`src/rtl/reduce_unit_sequencer.sv`:
```
// Frame-level controller in front of the vector scalar reduce unit.
// Registers the beat stream (latency 1), tags each beat with the active mode,
// applies mode writes only at frame boundaries, caps frame length and keeps
// debug counters plus sticky error flags.
//
// state    | meaning
// ---------+---------------------------------------------------------
// IDLE     | no frame open; next valid beat opens one (unless eof)
// IN_FRAME | frame open; leaves on eof or on the forced length cap
module reduce_unit_sequencer #(
  parameter int N             = 8,
  parameter int DATA_WIDTH    = 32,
  parameter int MAX_FRAME_LEN = 256,
  parameter int CNT_WIDTH     = 16
) (
  input  logic                         clk,
  input  logic                         rst,
  input  logic                         valid_in,
  input  logic                         eof_in,
  input  logic [DATA_WIDTH*N-1:0]      vector_in,
  input  logic                         cfg_wr,
  input  logic [7:0]                   cfg_data,
  output logic                         red_valid,
  output logic                         red_eof,
  output logic [DATA_WIDTH*N-1:0]      red_vector,
  output logic [7:0]                   red_conf_byte,
  output logic                         cfg_pending,
  output logic                         in_frame,
  output logic [CNT_WIDTH-1:0]         frame_cnt,
  output logic [CNT_WIDTH-1:0]         vec_cnt,
  output logic                         err_illegal_mode,
  output logic                         err_overlength
);

  typedef enum logic {IDLE, IN_FRAME} state_t;

  localparam logic [CNT_WIDTH-1:0] LAST_IDX = CNT_WIDTH'(MAX_FRAME_LEN - 1);

  state_t      state, state_nxt;
  logic        close, forced_close, boundary, cfg_legal;
  logic [7:0]  active_conf, pending_conf;

  // State register.
  always_ff @(posedge clk) begin
    if (rst) state <= IDLE;
    else     state <= state_nxt;
  end

  // Frame close / boundary decode and next-state logic.
  always_comb begin
    state_nxt    = state;
    close        = 1'b0;
    forced_close = 1'b0;
    boundary     = 1'b0;
    cfg_legal    = (cfg_data == 8'd0) || (cfg_data == 8'd1);
    close        = valid_in && (eof_in || (vec_cnt == LAST_IDX));
    forced_close = valid_in && !eof_in && (vec_cnt == LAST_IDX);
    boundary     = close || ((state == IDLE) && !valid_in);
    case (state)
      IDLE:     if (valid_in && !close) state_nxt = IN_FRAME;
      IN_FRAME: if (close)              state_nxt = IDLE;
      default:                          state_nxt = IDLE;
    endcase
  end

  assign in_frame = (state == IN_FRAME);

  // Beat pipeline stage toward the reduce unit; data and mode hold when idle.
  always_ff @(posedge clk) begin
    if (rst) begin
      red_valid     <= 1'b0;
      red_eof       <= 1'b0;
      red_vector    <= '0;
      red_conf_byte <= 8'd1;
    end else begin
      red_valid <= valid_in;
      red_eof   <= close;
      if (valid_in) begin
        red_vector    <= vector_in;
        red_conf_byte <= active_conf;
      end
    end
  end

  // Frame and beat counters.
  always_ff @(posedge clk) begin
    if (rst) begin
      vec_cnt   <= '0;
      frame_cnt <= '0;
    end else if (valid_in) begin
      if (close) begin
        vec_cnt   <= '0;
        frame_cnt <= frame_cnt + 1'b1;
      end else begin
        vec_cnt   <= vec_cnt + 1'b1;
      end
    end
  end

  // Mode staging: legal writes apply at once on a boundary, else wait for one.
  always_ff @(posedge clk) begin
    if (rst) begin
      active_conf  <= 8'd1;
      pending_conf <= 8'd0;
      cfg_pending  <= 1'b0;
    end else if (cfg_wr && cfg_legal) begin
      if (boundary) begin
        active_conf <= cfg_data;
        cfg_pending <= 1'b0;
      end else begin
        pending_conf <= cfg_data;
        cfg_pending  <= 1'b1;
      end
    end else if (boundary && cfg_pending) begin
      active_conf <= pending_conf;
      cfg_pending <= 1'b0;
    end
  end

  // Sticky error flags, cleared only by reset.
  always_ff @(posedge clk) begin
    if (rst) begin
      err_illegal_mode <= 1'b0;
      err_overlength   <= 1'b0;
    end else begin
      if (cfg_wr && !cfg_legal) err_illegal_mode <= 1'b1;
      if (forced_close)         err_overlength   <= 1'b1;
    end
  end

endmodule

```
`config.mk`:
```
export PLATFORM = sky130hd
export DESIGN_NAME = reduce_unit_sequencer
export DESIGN_NICKNAME = d
export VERILOG_FILES = /design/src/rtl/reduce_unit_sequencer.sv
export SDC_FILE = /design/constraint.sdc
export NUM_CORES = 1
export LEC_CHECK = 0
export ABC_AREA = 1
export ABC_CLOCK_PERIOD_IN_PS = 1500
export CAP_MARGIN = 20
export CELL_PAD_IN_SITES_DETAIL_PLACEMENT = 1
export CELL_PAD_IN_SITES_GLOBAL_PLACEMENT = 1
export CORE_AREA = 2 2 219 221
export DETAILED_ROUTE_END_ITERATION = 6
export DIE_AREA = 0 0 221 223
export GPL_ROUTABILITY_DRIVEN = 0
export PLACE_DENSITY_LB_ADDON = 0.1
export SLEW_MARGIN = 30
export SYNTH_ARGS = -nofsm -noshare
export SYNTH_HDL_FRONTEND = slang
export SYNTH_SLANG_ARGS = --single-unit
```
`constraint.sdc`:
```
create_clock -name clk -period 1.5 [get_ports clk]
set_input_delay 0.225 -clock clk [delete_from_list [all_inputs] [get_ports clk]]
set_output_delay 0.225 -clock clk [all_outputs]
set_load 0.02 [all_outputs]
```
=== Yosys cells after proc, flatten, opt, wreduce, memory -nomap -nowiden ===
Index checks and enable logic that the tools add are counted.

* Output and inout bits: 302
* Bits in registers: 318
* Logic and storage cells: 49
* Input port bits: 269

* Multiplexer cells: 10
* Add/subtract/negate cells: 2
* Reductions and logical operators: 20
* Equality and inequality tests: 3
* Bitwise operators: 2

{| class="wikitable"
|+ Operators with widths
! kind !! number
|-
| 16-bit by 1-bit adder with 16-bit output, second input constant || 2
|-
| 8-bit 2-to-1 mux || 3
|-
| 16-bit by 8-bit == test with 1-bit output, second input constant || 1
|-
| 16-bit 2-to-1 mux || 1
|-
| 8-bit by 1-bit == test with 1-bit output, second input constant || 1
|-
| 1-bit logical AND || 8
|-
| 8-bit logical NOT || 1
|-
| 2-bit AND reduction || 3
|-
| 1-bit 2-to-1 mux || 5
|-
| 1-bit logical NOT || 4
|-
| 1-bit logical OR || 3
|-
| 2-bit inequality test, second input constant || 1
|-
| 1-bit inverter || 2
|-
| 1-bit case mux with 2 select lines || 1
|-
| 2-bit nonzero test || 1
|}

=== Logic depth before layout (Yosys ltp) ===
Gate-level depths: netlist of the first run.

* Depth after elaboration: 7
* Gate-level depth with buffers: 11
* Depth with buffers taken out: 10

=== Worst setup path before layout of the first run ===
No wires, ideal clock.

* Path type: flip-flop to flip-flop
* Start point: register vec_cnt[0]
* End point: register vec_cnt[10]
* Clock period less this slack: 1.639 ns
* Library setup time: 0.123 ns
* Path slack: -0.139 ns
* Stages on the path, launching flop included: 10
* Arrival: 1.515 ns
* Required time: 1.377 ns
* Buffers on the path: 1
* Path through: dfxtp_1 ha_1 nand3_1 nor2_2 nand2_4 nand2_4 nand2_4 nand2_2 buf_6 nor3b_2

* Cells in the longest elaborated chain, start to end: 4
* Elaborated cells on any way between the ends: 5
* Classes of those cells: 1 x add/sub; 1 x eq/ne; 1 x mux; 2 x reduce/logical

{| class="wikitable"
|+ RTL lines
! element !! line !! RTL
|-
| start, declared || 30 || <nowiki>output logic [CNT_WIDTH-1:0] vec_cnt,</nowiki>
|-
| start signal, assigned || 95 || <nowiki>vec_cnt <= vec_cnt + 1'b1;</nowiki>
|-
| branches (longest 3 deep; another with 16-bit by 1-bit adder with 16-bit output) || -- ||
|-
| 16-bit 2-to-1 mux * || 91 || <nowiki>if (close) begin</nowiki>
|}

Every way passes the cells marked *.
A chain may end at the register's enable or synchronous reset.

=== Worst setup path after layout of the first run ===
* Start point: register vec_cnt[0]
* End point: output port vec_cnt[0]

No word-level cell between the ends.

==> key figures, run 1 <==
Floorplan
  – Width of the chip: 221 um
  – Number of ports placed on the die boundary: 571
  – Die area: 0.0493 sq mm
  – Standard cell core area: 0.0471 sq mm
  – Standard-cell row count: 80
  – Effective utilization at floorplan: 0.247
  – Die height: 223 um

STA
  – Setup repair after global routing missed its margin: yes
  – Pin slew with the least headroom to its limit: 548 ps
  – Worst setup margin: 3.34 ps
  – Min Tclk post-route: 1500 ps
  – Final setup violation count: 0
  – Number of hold-slack violations in the final timing report: 0
  – Final Max Slew Viols: 0
  – FMAX: 0.668 GHz
  – Fraction of the cycle the final worst path needs: 0.998
  – Remaining max-slew budget at the tightest pin: 0.635
  – Post-route clock skew: 18.7 ps

Synth
  – Synth Cell Area: 0.0117 sq mm
  – Synth Area in Simple Gates: 0.262
  – Synth Area per Inst: 7.60 sq um
  – Yosys synthesis warning count: 0
  – Ranking of synthesized cells by instance count: nor2_1, dfxtp_1, o21ai_0
  – XOR/XNOR share of the synthesized area: 0.0105
  – #FFs+latches synth: 318
  – Cell count after synthesis: 1,534
  – Number of distinct library cells after synthesis: 32
  – Largest cells by area after synthesis: dfxtp_1, nor2_1, o21ai_0, nand2_1, clkbuf_1
  – Area fraction of the dominant cell type after synthesis: 0.546
  – Combinational family with the most area after synthesis: simple AND/OR/NAND/NOR gates
  – Leading cell type by number of instances after synthesis: nor2_1
  – Async set-reset flop share out of synthesis: 0
  – Post-synth top area cell: dfxtp_1
  – Share of cell area taken by muxes after synthesis: 0
  – Post-synthesis adder-cell area fraction: 0.00215
  – Number of nets produced by synthesis: 1,805
  – Number of enable-type register cells in the synthesized netlist: 0
  – Fraction of the mapped netlist area in compound gates: 0.130
  – Flip-flop cell with the highest count after synthesis: dfxtp_1
  – Seq/Total Area, Yosys: 0.546

Placement
  – Count of input and output buffers: 570
  – Detail Placement HPWL: 39.0 mm
  – Pre-CTS setup slack: -254 ps
  – Cell area reported after detailed placement: 0.0185 sq mm

Setup path
  – Cell family with most CP delay: buffers and inverters
  – Highest-delay cell along the critical path: dfxtp_4
  – Critical Path Fanout Max: 2
  – RR Endpoint: vec_cnt[13]
  – Ordered cell list for the critical path: buf_6, buf_12, buf_8
  – Reg2Reg Setup Slack: 50 ps
  – Type of the setup path with the least slack: flip-flop to output pin
  – R2R cell count: 11
  – Required time at the endpoint of the critical path: 1270 ps
  – Critical path buffers and inverters: 3
  – Arrival @ worst endpoint: 1270 ps
  – Critical path startpoint category: flip-flop
  – Largest stage delay on the critical path: 350 ps
  – Worst setup EP type: output pin
  – Reg2Reg Launch Point: vec_cnt[0]

Final layout
  – Post-layout instance area: 0.0199 sq mm
  – Share of final-layout standard cells stronger than drive strength 1: 0.172
  – Area added between synthesis and finish: 70.8%
  – Number of filler cells placed in the layout: 5,635
  – Footprint of the multi-input gates: 0.00483 sq mm
  – Final-stage net count: 2,406
  – Area taken by flip-flops and latches: 0.00639 sq mm

Global route
  – Antenna violations before repair: 9
  – Global-route met3 utilization: 0.0697
  – All-layer global routing usage: 0.207
  – GRT busiest layer: met2
  – Met1 usage: 0.221
  – Via count of the first global-routing pass: 13,300
  – Wire length of the first global-routing pass: 79.8 mm
  – Met2 usage: 0.383
  – Pin count of the biggest net entering global routing: 100
  – Overflow left after global routing: 0

Worst hold path
  – Hold Path Stages: 3
  – Class of the worst hold path: primary input to flip-flop
  – Endpoint of the worst hold-timing path: red_vector[248]
  – Hold path startpoint: valid_in

CTS
  – Num CTS Buffers: 41
  – Source-to-sink clock delay at the later pin of the worst-skew pair: 560 ps
  – TritonCTS clock tree: done
  – Maximum count of clock buffers along a single path: 3
  – Master cell of the clock root buffer: clkbuf_16
  – Maximum level of the CTS H-tree: 2
  – Sink Count: 318
  – Cts hold-fix bufs: 0
  – Clk slew on worst S/H paths: 60 ps

Drt
  – Final ANT Viol Nets: 0
  – DR vias/cell: 4.49
  – Wire length per cell after detailed routing: 18.8 um
  – Remaining design rule violation count: 0
  – Detailed Route Iter0 Violations: 454
  – Vias after detailed routing: 12,500
  – First-pass detailed-route iteration total: 4
  – Total Routed Length: 52.4 mm

Outcome
  – Status: completed

Power and ir drop
  – Worst-case vdd ir drop: 0.824 mV
  – Cell leakage power: 8.47 nW
  – Pwr dens: 1130 mW/mm^2

Flow run
  – Max-capacitance violation count: 0
==> per-stage QoR <==
stage	utilization	instances	hold slack (ps)	TNS, ps	power (mW)
6_report	0.423	2785	68.3	0	22.5
3_5_place_dp	0.393	2698	431	-3460	13.1
4_1_cts	0.421	2772	24.1	0	22.9
5_1_grt	0.423	2785	58.7	-432	23.5
2_1_floorplan	-	1534	304	0	10.8
3_3_place_gp	0.393	2698	435	-2790	13.0
==> logic make-up after synthesis <==
| kind of cell | after synthesis |
|---|---|
| adder cells (fa/ha/maj) | 2 |
| AND/OR/NAND/NOR | 753 |
| flip-flops | 318 |
| buffers and inverters | 145 |
| XOR/XNOR | 14 |
| AO/OA/AOI/OAI | 302 |
==> worst max-delay path by stage <==
stage	from	end	slack, ps	cells past startpoint
CTS	red_vector[134]	red_vector[134]	0.03	1
detailed placement	cfg_data[5]	active_conf[7]	-250	9
floorplan	vec_cnt[4]	vec_cnt[10]	0.02	8
finish	vec_cnt[0]	vec_cnt[0]	3	3
global route	vec_cnt[0]	vec_cnt[13]	-80	11
global placement	cfg_data[4]	active_conf[3]	-210	8
==> where the power goes <==
part | switching (mW) | internal, mW | leakage [nW]
logic | 1.86 | 1.59 | 5.16
registers | 0.247 | 8.95 | 2.64
clock network | 3.83 | 5.98 | 0.668
total | 5.94 | 16.5 | 8.47
==> layout make-up <==
class / count / area share
flip-flops and latches: 318 / 0.321
repair buffers: 653 / 0.320
multi-input cells: 1072 / 0.243
clock buffers: 70 / 0.0666
well taps: 615 / 0.0386
inverters: 49 / 0.0101
clock inverters: 4 / 0.00119
diodes: 4 / 0.000502
==> metal layers <==
layer,vias up,part of all wire
met5,-,0.00088
met4,10,0.023
met3,77,0.073
met2,327,0.52
met1,5998,0.38
li1,6097,-
==> cell usage in the layout, fill, tap and decap left out, types with 43 or more instances in the layout <==
cell               n
clkbuf_16         43
nor2_1           568
clkdlybuf4s15_1   83
dfxtp_1          301
o21ai_0          266
buf_4             63
inv_1             44
nand2_1          106
dlygate4sd2_1     60
clkdlybuf4s50_1  267
clkdlybuf4s15_2  104
==> sequential cells by signal (all words and copies together) (netlist names) <==
signal	cells
red_vector	256
frame_cnt	16
vec_cnt	16
active_conf	8
pending_conf	8
red_conf_byte	8
cfg_pending	1
err_illegal_mode	1
err_overlength	1
in_frame	1
red_eof	1
red_valid	1
==> worst reg2reg max path: cells and delay by family (launching register included) <==
family / cells / cell delay, ps
AND/OR/NAND/NOR: 10 / 910
buffers and inverters: 1 / 120
flip-flops: 1 / 360
==> what timing repair did <==
item | 4_1_cts | 5_1_grt
hold endpoints to repair | 0 | 0
setup endpoints to repair | 317 | 108
pin swaps | 2 | 11
cloned | 0 | 1
gates resized for setup | 679 | 95
buffers inserted | 0 | 8
Power figures use the tool's default switching activity.
==> inputs of run 2 (changes only) <==
--- a/config.mk
+++ b/config.mk
@@ -14,6 +14,7 @@
 export DETAILED_ROUTE_END_ITERATION = 6
 export DIE_AREA = 0 0 221 223
 export GPL_ROUTABILITY_DRIVEN = 0
+export MAX_ROUTING_LAYER = met4
 export PLACE_DENSITY_LB_ADDON = 0.1
 export SLEW_MARGIN = 30
 export SYNTH_ARGS = -nofsm -noshare
==> run 2 against run 1 <==
Compared with the run above: die area did not move; first-iteration DRC count rose by 2.2%; sequential share of layout area barely moved; non-clock buffer count did not move; final cell count rose by 0.14%; flip-flop and latch count did not move; register-to-register slack barely moved; wire length rose by 0.19%; count of clock-buffer cells in the layout did not move; setup slack got worse by 1.2 ps; highest routed layer is now met4; combinational power barely moved; worst hold slack barely moved.
==> key figures, run 2 (synthesized netlist as in run 1, its figures left out) <==
Final layout
  – Max FFs per register: 256 (unchanged)
  – Footprint of the multi-input gates: 0.00483 sq mm (about the same)
  – Final-stage net count: 2,406 (unchanged)
  – Area added between synthesis and finish: 71.0% (about the same)
  – Number of filler cells placed in the layout: 5,635 (unchanged)
  – Share of final-layout standard cells stronger than drive strength 1: 0.171 (-0.000923)
  – Area taken by flip-flops and latches: 0.00639 sq mm (unchanged)
  – Top library cells by usage in the layout, fill and taps aside: nor2_1, dfxtp_1, clkdlybuf4s50_1
  – Utilization of the core after routing: 0.423 (about the same)
  – Most common library cell in the layout ignoring fill and taps: nor2_1
  – Largest registers: red_vector (256), frame_cnt (16), vec_cnt (16)
  – Largest Register: red_vector

STA
  – Worst setup margin: 2.10 ps (-1.24 ps)
  – FMAX: 0.668 GHz (about the same)
  – Worst hold-check slack: 68.4 ps (+0.120 ps)
  – Post-route clock skew: 19.2 ps (+0.484 ps)
  – Final Max Slew Viols: 0 (unchanged)
  – Setup repair after global routing missed its margin: yes
  – Remaining max-slew budget at the tightest pin: 0.657 (+0.0217)
  – Min Tclk post-route: 1500 ps (+1.24 ps)
  – Final setup violation count: 0 (unchanged)
  – Number of hold-slack violations in the final timing report: 0 (unchanged)
  – Pin slew with the least headroom to its limit: 515 ps (-32.5 ps)
  – Fraction of the cycle the final worst path needs: 0.999 (about the same)

Power and ir drop
  – Worst-case vdd ir drop: 0.813 mV (-1.3%)
  – Cell leakage power: 8.47 nW (about the same)
  – Combinational share of power: 0.154 (about the same)
  – Proportion of total power due to net switching: 0.264 (about the same)
  – Clk network pwr share: 0.437 (about the same)
  – Pwr dens: 1130 mW/mm^2 (about the same)
  – Switching component of the power: 5.94 mW (about the same)
  – Internal power: 16.5 mW (about the same)
  – Seq pwr share: 0.409 (about the same)

Drt
  – Wire length per cell after detailed routing: 18.8 um (about the same)
  – Total Routed Length: 52.5 mm (+0.19%)
  – Final ANT Viol Nets: 0 (unchanged)
  – Remaining design rule violation count: 0 (unchanged)
  – DR vias/cell: 4.49 (about the same)
  – Vias after detailed routing: 12,500 (+0.048%)
  – Detailed Route Iter0 Violations: 464 (+2.2%)
  – First-pass detailed-route iteration total: 4 (unchanged)

Outcome
  – Status: completed

Setup path
  – Highest-delay cell along the critical path: dfxtp_4
  – Ordered cell list for the critical path: buf_6, buf_12, buf_8
  – Critical path startpoint category: flip-flop
  – Critical path buffers and inverters: 3 (unchanged)
  – Cell family with most CP delay: buffers and inverters
  – Largest stage delay on the critical path: 350 ps (about the same)
  – Critical Path Fanout Max: 2 (unchanged)
  – Worst setup EP type: output pin
  – Type of the setup path with the least slack: flip-flop to output pin
  – Arrival @ worst endpoint: 1270 ps (about the same)
  – Required time at the endpoint of the critical path: 1270 ps (about the same)

Floorplan
  – Standard-cell row count: 80 (unchanged)
  – Die height: 223 um (unchanged)
  – Effective utilization at floorplan: 0.247 (unchanged)
  – Die area: 0.0493 sq mm (unchanged)
  – Standard cell core area: 0.0471 sq mm (unchanged)
  – Number of ports placed on the die boundary: 571 (unchanged)
  – Width of the chip: 221 um (unchanged)

Global route
  – Overflow left after global routing: 0 (unchanged)
  – Wire length of the first global-routing pass: 79.8 mm (about the same)
  – Pin count of the biggest net entering global routing: 100 (unchanged)
  – Via count of the first global-routing pass: 13,300 (+0.0075%)
  – All-layer global routing usage: 0.214 (+0.00635)
  – Antenna violations before repair: 8 (-1)

CTS
  – Cts hold-fix bufs: 0 (unchanged)
  – Source-to-sink clock delay at the later pin of the worst-skew pair: 560 ps (about the same)
  – Maximum level of the CTS H-tree: 2 (unchanged)
  – Num CTS Buffers: 41 (unchanged)
  – Master cell of the clock root buffer: clkbuf_16
  – Sink Count: 318 (unchanged)
  – Maximum count of clock buffers along a single path: 3 (unchanged)
  – TritonCTS clock tree: done
  – Clk slew on worst S/H paths: 60 ps (about the same)

Placement
  – Count of input and output buffers: 570 (unchanged)
  – Pre-CTS setup slack: -254 ps (unchanged)
  – Detail Placement HPWL: 39.0 mm (unchanged)

Flow run
  – Max-capacitance violation count: 0 (unchanged)

Worst hold path
  – Class of the worst hold path: primary input to flip-flop
[run 2: cell count changes in the layout (fill, tap and decap cells not counted)]
cell             before  now
diode_2               4    8
buf_4                63   62
buf_6                 5    6
clkbuf_2             30   29
clkdlybuf4s15_1      83   84
nor2_1              568  569
nor2_2                6    5
[run 2: final cells by class]
cell class	count	area share
multi-input cells	1072	0.242
clock inverters	4	0.00119
clock buffers	70	0.0666
diodes	8	0.00100
well taps	615	0.0386
flip-flops and latches	318	0.320
repair buffers	653	0.320
inverters	49	0.0101
[run 2: layer usage]
metal	part of all wire	routed length [um]	vias up	global-route usage
met3	0.069	3600	66	0.0656
met1	0.38	20200	6011	0.224
met5	0	0	-	-
met2	0.53	27700	335	0.387
met4	0.019	1020	0	0.0578
li1	-	-	6103	-
[run 2: worst reg2reg max path, cell delays in order (launching register included)]
cell and delay, ps:
dfxtp_4 360, buf_6 120, nand2_4 60, nor2_4 160
nand2_4 80, nor2_4 150, nand2_4 80, nor2_4 120
nand2_2 70, nand2_1 50, nand2_1 40, nor2_1 100
[run 2: final timing paths]
check,cells after the start,slack [ps],end,start
min,3,70,red_vector[248],valid_in
max reg2reg,11,50,vec_cnt[13],vec_cnt[0]
min reg2reg,2,440,pending_conf[3],pending_conf[3]
max,3,2,vec_cnt[0],vec_cnt[0]
[run 2: through the flow]
stage	instances	power (mW)	setup TNS [ps]	cell area, sq um
after detailed placement	2698	13.1	-3460	18500
after floorplan	1534	10.8	0	11700
after CTS	2772	22.9	0	19800
after global placement	2698	13.0	-2790	18500
final	2789	22.5	0	19900
after global routing	2789	23.5	-396	19900
[run 2: power by group through the flow]
stage | registers (mW) | logic [mW] | clock network [mW]
global route | 9.26 | 3.73 | 10.5
finish | 9.20 | 3.46 | 9.81
global placement | 9.35 | 3.69 | 0
CTS | 9.20 | 3.50 | 10.2
detailed placement | 9.37 | 3.72 | 0
floorplan | 9.96 | 0.818 | 0
[run 2: timing repair]
action	CTS	global route
gates cloned	0	1
endpoints found under the setup margin	317	108
setup buffers	0	8
hold endpoints to repair	0	0
gates resized for setup	679	94
pin swaps	2	11
